`src/rtl/clk_div_prog.sv`:
```
// Programmable synchronous clock divider: registered divided clock plus one-cycle tick,
// glitch-free run-time divisor change at the period boundary. Optional CLKDIV_DUTY_EN adds duty_val.
module clk_div_prog #(
  parameter int CNT_W       = 19,
  parameter int DEFAULT_DIV = 262144
) (
  input  logic             clk_in,
  input  logic             rst_n,
  input  logic             en,
  input  logic [CNT_W-1:0] div_val,
`ifdef CLKDIV_DUTY_EN
  input  logic [CNT_W-1:0] duty_val,
`endif
  input  logic             div_load,
  output logic             div_pend,
  output logic             clk_out,
  output logic             tick
);

  localparam logic [CNT_W-1:0] DEF_N = CNT_W'(DEFAULT_DIV);
  localparam logic [CNT_W-1:0] DEF_H = CNT_W'(DEFAULT_DIV / 2);

  logic [CNT_W-1:0] cnt;
  logic [CNT_W-1:0] cnt_inc;
  logic [CNT_W-1:0] n_act;
  logic [CNT_W-1:0] n_stg;
  logic [CNT_W-1:0] h_act;
  logic [CNT_W-1:0] h_stg;
  logic [CNT_W-1:0] n_req;
  logic [CNT_W-1:0] h_req;
  logic             wrap;

  // Divisors below 2 cannot form a high and a low phase, so they are clamped to 2.
  assign n_req = (div_val < CNT_W'(2)) ? CNT_W'(2) : div_val;

`ifdef CLKDIV_DUTY_EN
  always_comb begin
    h_req = duty_val;
    if (duty_val == '0)
      h_req = CNT_W'(1);
    else if (duty_val >= n_req)
      h_req = n_req - 1'b1;
  end
`else
  assign h_req = n_req >> 1;
`endif

  assign wrap    = en && (cnt == n_act - 1'b1);
  assign cnt_inc = cnt + 1'b1;

  always_ff @(posedge clk_in or negedge rst_n) begin
    if (!rst_n) begin
      cnt      <= DEF_N - 1'b1;
      n_act    <= DEF_N;
      n_stg    <= DEF_N;
      h_act    <= DEF_H;
      h_stg    <= DEF_H;
      div_pend <= 1'b0;
      clk_out  <= 1'b0;
      tick     <= 1'b0;
    end else begin
      if (en) begin
        if (wrap) begin
          cnt     <= '0;
          tick    <= 1'b1;
          clk_out <= 1'b1;
          if (div_pend) begin
            n_act <= n_stg;
            h_act <= h_stg;
          end
        end else begin
          cnt     <= cnt_inc;
          tick    <= 1'b0;
          clk_out <= (cnt_inc < h_act);
        end
      end else begin
        tick <= 1'b0;
      end

      // NOTE: non-blocking assignments resolve last-writer-wins, so a load on a
      // wrap edge below overrides the staged-value transfer above for that edge.
      if (div_load) begin
        n_stg <= n_req;
        h_stg <= h_req;
        if (wrap) begin
          n_act    <= n_req;
          h_act    <= h_req;
          div_pend <= 1'b0;
        end else begin
          div_pend <= 1'b1;
        end
      end else if (wrap) begin
        div_pend <= 1'b0;
      end
    end
  end

endmodule

```
`config.mk`:
```
export PLATFORM = sky130hd
export DESIGN_NAME = clk_div_prog
export DESIGN_NICKNAME = d
export VERILOG_FILES = /design/src/rtl/clk_div_prog.sv
export SDC_FILE = /design/constraint.sdc
export NUM_CORES = 1
export LEC_CHECK = 0
export CORE_AREA = 2 2 102 104
export DETAILED_ROUTE_END_ITERATION = 8
export DIE_AREA = 0 0 104 106
export DONT_BUFFER_PORTS = 1
export GPL_TIMING_DRIVEN = 1
export SYNTH_ARGS = -nofsm -noshare
export SYNTH_HDL_FRONTEND = slang
export SYNTH_SLANG_ARGS = --single-unit
```
`constraint.sdc`:
```
create_clock -name clk_in -period 4.85 [get_ports clk_in]
set_clock_uncertainty 0.05 [all_clocks]
set_input_delay 0.485 -clock clk_in [delete_from_list [all_inputs] [get_ports clk_in]]
set_output_delay 0.485 -clock clk_in [all_outputs]
set_load 0.005 [all_outputs]
```
==> results.yml <==
sta:
  tightest_slew_ns: 1.18
  tns_ns: 0
  period_share: 0.773
  slew_headroom: 0.209
  period_needed_ns: 3.75
  setup_violations: 0
  final.setup.worst_slack_ns: 1.10
  hold_violations: 0
  grt_setup_unrepaired: "false"
  fmax_mhz: 267
  drv_slew: 0
finish:
  multi_input_area_sq_um: 2650
  ff_latch_area_sq_um: 2000
  fill_cells: 948
  nNetsFinal: 525
  final_cell_area_sq_um: 5270
  fin_cells: 623
  syn2layout_area_growth_pct: 6.91
  drive_gt1_frac: 0.133
  n_antenna_cell: 0
synthesis:
  synthMuxAreaShare: 0.0470
  synthCells: 500
  synth_compound_area_frac: 0.211
  synthTopCellsByCount: "dfrtp_1, inv_1, a22oi_1, xnor2_1, nand2_1"
  synthAdderAreaFrac: 0.0508
  yosysWarnings: 0
  avgSynthCellArea_sq_um: 9.85
  synth_top_area_frac: 0.295
  synth_edf_count: 0
  synth_top_family_by_area: "compound AO/OA/AOI/OAI gates"
  synthArstFlopShare: 1.00
  yosysMostFrequentCell: "dfrtp_1"
  netlist_area_sq_um: 4930
  syn_nets: 543
  netlist_top_cells_area: "dfrtp_1, dfstp_2, ha_1"
  synth_top_cell_by_area: "dfrtp_1"
  synth_seq_cells: 79
  synth_xor_area_frac: 0.0711
  ys_types: 61
  synth_flop_cell: "dfrtp_1"
  seq_area_frac_synth: 0.407
  synthSimpleGateAreaFrac: 0.157
worst_setup_path:
  path_class: "flip-flop to flip-flop"
  rrSetupSlack_ns: 1.10
  r2r-start: "cnt[0]$_DFFE_PN1P_"
  cp-end-kind: "flip-flop"
  cp.arrival_ns: 4.01
  reg2regPathDepth: 12
  r2r-end: "clk_out$_DFFE_PN0P_"
  required_ns: 5.11
  startpoint_type: "flip-flop"
  cp_max_fo: 6
clocking:
  cts_resized: 0
  cts_max_level: 3
  cts_root_buffer: "clkbuf_8"
  insertion_delay_ns: 0.37
  cts.sinks: 79
  cts_tree: "done"
  post_cts_buffers: 0
  cts.clk_slew.worst_paths_ns: 0.09
  cts_max_path_buffers: 2
  cts_made_buffers: 9
die:
  die-area_sq_um: 11000
  row_count: 37
  io_pins: 26
  start_util: 0.493
  die_w_um: 104
  core-area_sq_um: 10000
  die_h_um: 106
hold_path:
  hold_class: "input port to flip-flop"
  worstHoldEndpoint: "cnt[12]$_DFFE_PN1P_"
  worstHoldStart: "en"
  hold_path_depth: 1
placement:
  place_ws_ns: 1.11
  place_congestion: 0.855
  port_buffers: 0
  placedCellCount: 605
  placed_area_sq_um: 4980
  hpwl_mm: 8.77
detailed_routing:
  drc: 0
  drt-initial-drc-count: 227
  postRouteWirelength_mm: 12.4
  viasPerCell: 6.22
  detail_route.first_pass.iterations: 5
  num_vias: 3873
  wl_per_cell_um: 20.0
  ant_nets: 0
pwr:
  powerDensity_nw_per_um2: 304
  power_leakage_nw: 2.11
  total_power_mw: 1.60
  vdd_drop_max_v: 0.000195
run_status:
  outcome: "completed"
grt:
  track_usage: 0.237
  grt_overflow: 0
  grt_pass1_vias: 3754
  grt_max_degree: 80
  grt_antenna_before_repair: 0
  grt_pass1_wl_mm: 20.2
flow_run:
  maxCapViolCount: 0
[layout make-up]
class,instances,area share
sequential,79,0.380
clock buffer,9,0.0235
tap,136,0.0323
multi-input combinational,354,0.502
clock inverter,7,0.0240
inverter,33,0.0235
timing repair buffer,5,0.0138
[worst max-delay path by stage]
stage | from | endpoint | slack (ns) | cells after the start
finish | cnt[0]$_DFFE_PN1P_ | clk_out$_DFFE_PN0P_ | 1.10 | 12
CTS | n_act[0]$_DFF_PN0_ | cnt[2]$_DFFE_PN1P_ | 1.11 | 11
global placement | n_act[0]$_DFF_PN0_ | cnt[2]$_DFFE_PN1P_ | 1.18 | 11
global route | n_act[0]$_DFF_PN0_ | cnt[2]$_DFFE_PN1P_ | 0.79 | 11
floorplan | cnt[0]$_DFFE_PN1P_ | clk_out$_DFFE_PN0P_ | 1.52 | 13
detailed placement | n_act[0]$_DFF_PN0_ | cnt[2]$_DFFE_PN1P_ | 1.11 | 11
[cells by family after synthesis]
family                   Yosys count
adder cells (fa/ha/maj)           20
flip-flops                        79
multiplexers                      21
buffers and inverters             67
XOR/XNOR                          40
AO/OA/AOI/OAI                    134
AND/OR/NAND/NOR                  139
[state kept, by name, indices dropped and copies added, names as in the netlist]
register  cells
clk_out       1
div_pend      1
tick          1
cnt          19
h_act        19
n_stg        19
n_act        19
[worst max-delay path, stage by stage, from the launching register on]
cell and delay (ns):
dfstp_2 0.60, ha_1 0.24, and3_1 0.24, nand3_1 0.11, nor4_1 0.75, and3_1 0.34, nand3_1 0.15, xnor2_1 0.15
ha_1 0.29, a21o_1 0.16, a21o_1 0.16, a221oi_1 0.28, o22a_1 0.16
[cell usage in the layout, fill, tap and decap left out, types with 16 or more instances in the layout]
cell type	instances
nor3_1	16
nor2_1	17
dfrtp_1	58
dfstp_2	21
mux2_2	17
nand4_1	17
a22oi_1	27
inv_1	31
ha_1	20
nand2_1	26
o2bb2ai_1	21
xnor2_1	27
[timing repair]
item / 4_1_cts / 5_1_grt
hold buffers: 2 / 0
hold endpoints to repair: 79 / 0
setup endpoints to repair: 0 / 0
[metrics by stage]
stage | hold WS, ns | utilization
finish | 0.103 | 0.527
global route | 0.0863 | 0.527
CTS | 0.0810 | 0.527
detailed placement | 0.145 | 0.498
global placement | 0.144 | 0.498
floorplan | 0.139 | -
[report_power, final]
group          switching, mW  total, mW  internal (mW)
Clock                  0.278      0.627          0.349
Sequential            0.0525      0.764          0.711
Combinational          0.108      0.208         0.0999
Total                  0.439       1.60           1.16
[per-layer routing]
metal  vias to the layer above  wire length [um]  global-route usage
met3                        14               663              0.0644
met5                         -                 0                   0
met2                       107              5560               0.348
li1                       1835                 -                   -
met4                         0               212              0.0917
met1                      1917              6000               0.333
No activity file was read; power rests on OpenSTA's default activity.
